**src/rtl/uart_tx_scheduler.sv**
```systemverilog
// ============================================================================
// uart_tx_scheduler - round-robin scheduler sharing one UART Sender between two byte FIFOs. Rev 1.0
// ============================================================================
`default_nettype none

module uart_tx_scheduler #(
  parameter int DEPTH   = 4,
  parameter int TIMEOUT = 8
) (
  input  logic       sysclk,
  input  logic       reset,
  input  logic [7:0] REQ0_DATA,
  input  logic       REQ0_VALID,
  output logic       REQ0_READY,
  input  logic [7:0] REQ1_DATA,
  input  logic       REQ1_VALID,
  output logic       REQ1_READY,
  output logic [7:0] TX_DATA,
  output logic       TX_EN,
  input  logic       TX_STATUS,
  output logic       GRANT,
  output logic       BUSY,
  output logic       TX_TIMEOUT
);

  localparam int       c_PTR_W   = $clog2(DEPTH);
  localparam int       c_CNT_W   = c_PTR_W + 1;
  localparam bit [7:0] c_TIMEOUT = 8'(TIMEOUT);

  typedef enum logic [1:0] {
    S_IDLE      = 2'd0,
    S_WAIT_LOW  = 2'd1,
    S_WAIT_HIGH = 2'd2
  } state_t;

  state_t     state_q;
  logic [7:0] tx_data_q;
  logic       tx_en_q;
  logic       grant_q;
  logic       busy_q;
  logic       timeout_q;
  logic [7:0] wait_cnt_q;

  logic [1:0][7:0] w_data;
  logic [1:0][7:0] w_head;
  logic [1:0]      w_valid;
  logic [1:0]      w_full;
  logic [1:0]      w_nonempty;
  logic [1:0]      w_pop;
  logic            w_sel;
  logic            w_issue;
  logic [7:0]      w_cnt_inc;

  assign w_data  = {REQ1_DATA, REQ0_DATA};
  assign w_valid = {REQ1_VALID, REQ0_VALID};

  for (genvar gi = 0; gi < 2; gi++) begin : g_fifo
    logic [7:0]         mem_q [DEPTH];
    logic [c_PTR_W-1:0] wptr_q;
    logic [c_PTR_W-1:0] rptr_q;
    logic [c_CNT_W-1:0] count_q;
    logic [c_CNT_W-1:0] count_d;
    logic               w_push;

    // Fullness is judged on the registered count only, so a same-cycle pop never frees a slot early.
    assign w_full[gi]     = (count_q == c_CNT_W'(DEPTH));
    assign w_nonempty[gi] = (count_q != '0);
    assign w_push         = w_valid[gi] && !w_full[gi];
    assign w_pop[gi]      = w_issue && (w_sel == 1'(gi));
    assign w_head[gi]     = mem_q[rptr_q];

    always_comb begin
      count_d = count_q;
      if (w_push && !w_pop[gi]) begin
        count_d = count_q + c_CNT_W'(1);
      end else if (!w_push && w_pop[gi]) begin
        count_d = count_q - c_CNT_W'(1);
      end
    end

    always_ff @(posedge sysclk or negedge reset) begin
      if (!reset) begin
        wptr_q  <= '0;
        rptr_q  <= '0;
        count_q <= '0;
      end else begin
        if (w_push) begin
          wptr_q <= wptr_q + c_PTR_W'(1);
        end
        if (w_pop[gi]) begin
          rptr_q <= rptr_q + c_PTR_W'(1);
        end
        count_q <= count_d;
      end
    end

    always_ff @(posedge sysclk) begin
      if (w_push) begin
        mem_q[wptr_q] <= w_data[gi];
      end
    end
  end

  assign REQ0_READY = !w_full[0];
  assign REQ1_READY = !w_full[1];

  // With both queues waiting, the port that did not go last wins.
  always_comb begin
    w_sel = w_nonempty[1];
    if (w_nonempty[0] && w_nonempty[1]) begin
      w_sel = ~grant_q;
    end
  end

  assign w_issue   = (state_q == S_IDLE) && TX_STATUS && (|w_nonempty);
  assign w_cnt_inc = wait_cnt_q + 8'd1;

  always_ff @(posedge sysclk or negedge reset) begin
    if (!reset) begin
      state_q    <= S_IDLE;
      tx_data_q  <= 8'h00;
      tx_en_q    <= 1'b0;
      grant_q    <= 1'b0;
      busy_q     <= 1'b0;
      timeout_q  <= 1'b0;
      wait_cnt_q <= 8'd0;
    end else begin
      case (state_q)
        S_IDLE: begin
          if (w_issue) begin
            tx_data_q  <= w_head[w_sel];
            tx_en_q    <= 1'b1;
            grant_q    <= w_sel;
            busy_q     <= 1'b1;
            wait_cnt_q <= 8'd0;
            state_q    <= S_WAIT_LOW;
          end
        end
        S_WAIT_LOW: begin
          tx_en_q <= 1'b0;
          if (!TX_STATUS) begin
            state_q <= S_WAIT_HIGH;
          end else begin
            wait_cnt_q <= w_cnt_inc;
            // An unacknowledged byte is dropped, not retried.
            if (w_cnt_inc == c_TIMEOUT) begin
              timeout_q <= 1'b1;
              busy_q    <= 1'b0;
              state_q   <= S_IDLE;
            end
          end
        end
        S_WAIT_HIGH: begin
          if (TX_STATUS) begin
            busy_q  <= 1'b0;
            state_q <= S_IDLE;
          end
        end
        default: begin
          busy_q  <= 1'b0;
          tx_en_q <= 1'b0;
          state_q <= S_IDLE;
        end
      endcase
    end
  end

  assign TX_DATA    = tx_data_q;
  assign TX_EN      = tx_en_q;
  assign GRANT      = grant_q;
  assign BUSY       = busy_q;
  assign TX_TIMEOUT = timeout_q;

endmodule

`default_nettype wire

```
**config.mk**
```make
export PLATFORM = sky130hd
export DESIGN_NAME = uart_tx_scheduler
export DESIGN_NICKNAME = d
export VERILOG_FILES = /design/src/rtl/uart_tx_scheduler.sv
export SDC_FILE = /design/constraint.sdc
export NUM_CORES = 1
export LEC_CHECK = 0
export ABC_AREA = 1
export BUFFER_PORTS_ARGS = -buffer_cell sky130_fd_sc_hd__buf_2
export CAP_MARGIN = 20
export CORE_MARGIN = 2
export CORE_UTILIZATION = 29
export DETAILED_ROUTE_END_ITERATION = 7
export MAX_ROUTING_LAYER = met4
export PLACE_DENSITY = 0.5
export SETUP_SLACK_MARGIN = 0.05
export SLEW_MARGIN = 15
export SYNTH_ARGS = -nofsm -noshare
export SYNTH_HDL_FRONTEND = slang
export SYNTH_SLANG_ARGS = --single-unit
```
**constraint.sdc**
```tcl
create_clock -name sysclk -period 2.5 [get_ports sysclk]
set_input_delay 0.375 -clock sysclk [delete_from_list [all_inputs] [get_ports sysclk]]
set_output_delay 0.375 -clock sysclk [all_outputs]
set_load 0.01 [all_outputs]
```
## Word level (Yosys, flattened, before mapping)

Memories as Yosys holds them, arrays and structs flattened.
Index checks and enable logic that the tools add are counted.

| cells by class | value |
|---|---|
| $lt $le $gt $ge | 1 |
| reductions and logical operators | 30 |
| add/subtract/negate cells | 9 |
| equal/unequal tests | 10 |
| mux-type cells | 25 |
| bitwise logic cells | 3 |

Operators by type and width:

| kind | number |
|---|---|
| $mux W8 | 4 |
| $pmux W8 S2 | 1 |
| $mux W3 | 4 |
| $logic_and A1 B1 Y1 | 11 |
| $mux W1 | 9 |
| $reduce_and A3 Y1 | 3 |
| $add A2 B1 Y2 const B | 4 |
| $add A8 B1 Y8 const B | 1 |
| $eq A8 B4 Y1 const B | 1 |
| $mux W2 | 4 |
| $ne A2 B2 Y1 const B | 4 |
| $add A3 B1 Y3 const B | 2 |
| $eq A3 B3 Y1 const B | 2 |
| $logic_not A1 Y1 | 6 |
| $pmux W2 S3 | 1 |
| $reduce_bool A2 Y1 | 3 |
| $reduce_bool A3 Y1 | 2 |
| $sub A3 B1 Y3 const B | 2 |
| $reduce_and A2 Y1 | 2 |
| $reduce_and A4 Y1 | 1 |
| $ne A3 B3 Y1 const B | 1 |
| $not A1 Y1 | 3 |
| $pmux W1 S3 | 1 |
| $eq A2 B1 Y1 const B | 1 |
| 5 further kinds | 5 |

| word-level totals | value |
|---|---|
| bits in writable memories | 64 |
| register bits | 36 |
| output and inout port bits | 14 |
| logic and storage cells | 93 |
| memories | 2 |
| input bits | 21 |

Memory list:

| name | depth | bits a word | read ports | clocked after memory_dff | write ports | line | RTL |
|---|---|---|---|---|---|---|---|
| g_fifo[0].mem_q | 4 | 8 | 1 | 0 | 1 | 58 | `logic [7:0] mem_q [DEPTH];` |
| g_fifo[1].mem_q | 4 | 8 | 1 | 0 | 1 | 58 |  |

## Longest topological paths before layout

| logic depth | value |
|---|---|
| word-level depth | 8 |
| depth in mapped cells | 15 |
| mapped depth without buffers | 14 |

## Worst setup path after synthesis

Ideal clock, no wire load.

| timing path | value |
|---|---|
| kind | register to register |
| start | reg g_fifo[1].count_q[0] |
| end | reg g_fifo[0].count_q[2] |
| required time | 2.369 ns |
| period minus slack after synthesis | 2.156 ns |
| setup time | 0.131 ns |
| path slack | 0.344 ns |
| stages on the path, launching flop included | 15 |
| arrival time | 2.025 ns |
| path buffers | 1 |
| cell sequence | dfrtp_1 inv_2 nand3_2 nor2_2 nor2_4 nand2_4 nor2_2 buf_4 inv_1 ha_1 inv_1 fa_1 a21oi_1 o21ai_0 xor2_1 |

| between the ends | value |
|---|---|
| cells in the longest elaborated chain, start to end | 8 |
| elaborated cells between the ends (all ways) | 12 |
| those cells by class | mux: 2; bitwise: 1; reduce/logical: 9 |

RTL lines:

| what | line | RTL |
|---|---|---|
| from (decl) | 61 | `logic [c_CNT_W-1:0] count_q;` |
| from (signal assigned) | 93 | `count_q <= count_d;` |
| $reduce_bool A3 Y1 * | 67 | `assign w_nonempty[gi] = (count_q != '0);` |
| $logic_and A1 B1 Y1 | 110 | `if (w_nonempty[0] && w_nonempty[1]) begin` |
| $mux W1 | 110 |  |
| $not A1 Y1 | 69 | `assign w_pop[gi] = w_issue && (w_sel == 1'(gi));` |
| $logic_and A1 B1 Y1 * | 69 |  |
| $logic_not A1 Y1 | 74 | `if (w_push && !w_pop[gi]) begin` |
| $logic_and A1 B1 Y1 | 74 |  |
| $mux W3 or $reduce_bool A2 Y1 (tied branches) | - |  |
| to (signal assigned) | 93 |  |
| to (decl) | 61 |  |

Mark *: on every way between the ends. The rest lies on a longest branch, timed or not.
A chain may end at the register's enable or synchronous reset.

## Final worst setup path

| timing path | value |
|---|---|
| start | reg g_fifo[0].count_q[1] |
| end | reg g_fifo[0].count_q[2] |

| between the ends | value |
|---|---|
| cells in the longest elaborated chain, start to end | 8 |
| elaborated cells between the ends (all ways) | 19 |
| those cells by class | add/sub: 2; eq/ne: 1; mux: 3; bitwise: 1; reduce/logical: 12 |

RTL lines:

| what | line |
|---|---|
| $reduce_bool A3 Y1 | 67 |
| $logic_and A1 B1 Y1 | 110 |
| $mux W1 | 110 |
| $not A1 Y1 | 69 |
| $logic_and A1 B1 Y1 | 69 |
| $logic_not A1 Y1 | 74 |
| $logic_and A1 B1 Y1 | 74 |
| $mux W3 or $reduce_bool A2 Y1 (tied branches) | - |

Parallel ways exist; a longest one is shown, timed or not. The select of a mux whose other input is x is not followed.

==> flow_summary.toml <==
[status]
outcome = "completed"

[synthesis]
yosys_register_bits = 100
synth_area_leader_cell = "edfxtp_1"
yosys_warnings = 0
synth.area.top_cells = "edfxtp_1 44%, dfrtp_1 21%, nand2_1 5.5%, o21ai_0 4.5%, nor2_1 4.3%"
syn_inst = 389
synth_nets = 423
syn_area_per_cell_um2 = 11.1
synthDistinctLibCells = 27
syn-cell-area_um2 = 4330
ys_seq_area_frac = 0.652
synthDominantCellAreaShare = 0.444

[place]
gp_congestion = 0.755
placed_area_um2 = 4760
portBuffers = 34
dp_hpwl_um = 5980

[worst_setup_path]
worstPathCellList = "inv_1, nand3_2, nor2_2, nor2_4, nand2_8, nor2_2, inv_1, ha_1, inv_1, fa_1, a21oi_1, o21ai_0, xor2_1"
endpoint_kind = "flip-flop"
cp_max_fo = 15
cp_slowest_cell = "dfrtp_1"
cpPeakStageDelay_ns = 0.40
crit_required_ns = 2.72
rr_endpoint = "g_fifo[0].count_q[2]$_DFFE_PN0P_"
crit_path_start = "g_fifo[0].count_q[1]$_DFFE_PN0P_"
critical_path.most_common_cell = "inv_1"
endpoint = "g_fifo[0].count_q[2]$_DFFE_PN0P_"
critPathKind = "reg -> reg"
r2r_slack_ns = 0.33
reg2regPathDepth = 13
crit_arrival_ns = 2.39
regToRegStartpoint = "g_fifo[0].count_q[1]$_DFFE_PN0P_"
critPathLaunchType = "flip-flop"

[drt]
post-route-drc-count = 0
wl_per_cell_um = 14.1
drt_iter0_markers = 209
finalWirelength_um = 8840
ant_nets = 0
vias = 2757
first_pass_iters = 4
routed_via_density = 4.41

[final_layout]
fillCellCount = 1473
drive_above_1_share = 0.193
final_cell_area_um2 = 5060
nets = 470
diodes = 0
syn2layout_area_growth_pct = 16.9

[clocking]
htree_levels = 3
cts_num_sinks = 100
numCtsBuffers = 9
postCtsHoldBufs = 0
clk_pin_slew_worst_paths_ns = 0.07
clk-insertion-delay-late_ns = 0.35
cts-root-buf = "clkbuf_16"
cts_tree = "done"
cts_buffer_depth = 2

[die]
die_h_um = 126
io_pins = 35
start_util = 0.298
rows = 44
coreArea_um2 = 14500
die_area_um2 = 15900
die_w_um = 126

[timing]
setup_viol = 0
clock_skew_ns = 0.0120
timing.slew.headroom = 0.448
min_period_ns = 2.17
min_period_over_period = 0.868
rsz0062_at_grt = "no"
worst_slew_pin_slew_ns = 0.828
fin_setup_tns_ns = 0
timing.fmax_ghz = 0.461
hold_violations = 0
fin_hold_ws_ns = 0.118
slew_violations = 0

[power_and_ir_drop]
p_total_mw = 5.84
ir_worst_vdd_mv = 0.381
p_leak_nw = 2.07
pwr_density_cell_nw_per_um2 = 1150

[grt]
gr-usage-all-layers = 0.124
overflow = 0
antenna_found_initial = 0
first_global_vias = 2867
grt_max_degree = 37
grt_pass1_wl_um = 14800

[hold_path]
holdCritPathClass = "in -> async"

[flow_run]
cap_violations = 0
[cells in the mapped netlist]
cell type,count
nand2_4,2
inv_2,11
nor2_1,50
edfxtp_1,64
fa_1,2
nand3b_1,1
nor2_2,3
buf_4,2
nand3_1,19
xnor2_1,2
o22ai_1,16
dfrtp_1,36
xor2_2,2
o21ai_1,5
ha_1,11
a21oi_2,1
o21ai_0,39
inv_1,31
xor2_1,6
nand3_2,2
a21oi_1,7
nor2_4,3
buf_6,1
buf_2,7
o21bai_1,1
nand4_1,2
nand2_1,63
[kinds of logic after synthesis]
family                   synth area share
AO/OA/AOI/OAI                      0.0859
XOR/XNOR                           0.0237
adder cells (fa/ha/maj)            0.0411
buffers and inverters              0.0506
flip-flops                          0.652
AND/OR/NAND/NOR                     0.147
[cells in the final DEF (no fill, tap or decap)]
master      instances
nor2_4              3
xnor2_1             2
nand3_1            19
clkinv_2            2
nand4_1             2
o21bai_1            1
buf_2              34
clkinv_4            2
xor2_1              6
o21ai_0            39
nand3_2             2
nor2_1             50
edfxtp_1           64
bufinv_16           1
nand3b_1            1
a21oi_1             7
inv_2              11
o22ai_1            16
o21ai_1             5
a21oi_2             1
nand2_4             1
nand2_8             1
xor2_2              2
fa_1                2
dfrtp_1            36
clkbuf_1            1
buf_4              12
nor2_2              3
inv_1              31
clkinvlp_4          1
clkbuf_16           9
ha_1               11
nand2_1            63
[power breakdown]
part / switching [mW] / internal [mW] / leakage, nW
Clock: 0.600 / 0.776 / 0.142
Combinational: 1.27 / 0.701 / 0.892
Sequential: 0.264 / 2.23 / 1.03
[flip-flops by register name, summed over array words and instances, names as in the netlist]
signal	flops
g_fifo.wptr_q	4
g_fifo.rptr_q	4
TX_EN	1
TX_TIMEOUT	1
g_fifo.count_q	6
GRANT	1
BUSY	1
g_fifo.mem_q	64
state_q	2
wait_cnt_q	8
TX_DATA	8
[worst max-delay path, delay by kind of cell, from the launching register on]
family / cells / cell delay [ns]
AOI/OAI and AO/OA: 2 / 0.25
xor gates and xnor gates: 1 / 0.15
adders and majority gates: 2 / 0.50
buffers and inverters: 3 / 0.22
DFF: 1 / 0.40
and+or+nand+nor: 5 / 0.52
[how the worst min path moves through the flow]
stage                                      endpoint  slack, ns  cells after the start
after floorplan                    BUSY$_DFFE_PN0P_       0.08                      0
after global placement       TX_TIMEOUT$_DFFE_PN0P_       0.45                      1
after detailed placement           BUSY$_DFFE_PN0P_       0.46                      2
after CTS                 wait_cnt_q[4]$_DFFE_PN0P_       0.15                      1
after global routing      wait_cnt_q[4]$_DFFE_PN0P_       0.19                      1
final                     wait_cnt_q[4]$_DFFE_PN0P_       0.12                      1
[layer usage]
metal | up-vias | routed length, µm | GRT usage
met5 | - | 0 | -
met4 | 0 | 140 | 0.0472
met3 | 11 | 318 | 0.0340
met2 | 40 | 4420 | 0.196
met1 | 1309 | 3960 | 0.152
li1 | 1397 | - | -
[final cells by class]
class | instances | area (µm²) | area share
multi-input combinational | 237 | 1290 | 0.256
clock buffer | 10 | 229 | 0.0453
clock inverter | 6 | 65.1 | 0.0129
timing repair buffer | 46 | 260 | 0.0514
sequential | 100 | 2820 | 0.558
inverter | 42 | 158 | 0.0312
tap | 184 | 230 | 0.0455
[per-stage QoR]
stage | util | setup WS, ns | instances
2_1_floorplan | - | 0.344 | 389
3_3_place_gp | 0.327 | 0.324 | 609
3_5_place_dp | 0.327 | 0.272 | 609
4_1_cts | 0.348 | 0.259 | 625
5_1_grt | 0.348 | 0.0749 | 625
6_report | 0.348 | 0.329 | 625
[timing repair]
item | in CTS | in global routing
gates resized for setup | 0 | 1
setup endpoints to repair | 0 | 1
buffers inserted | 0 | 0
Power figures use the tool's default switching activity.
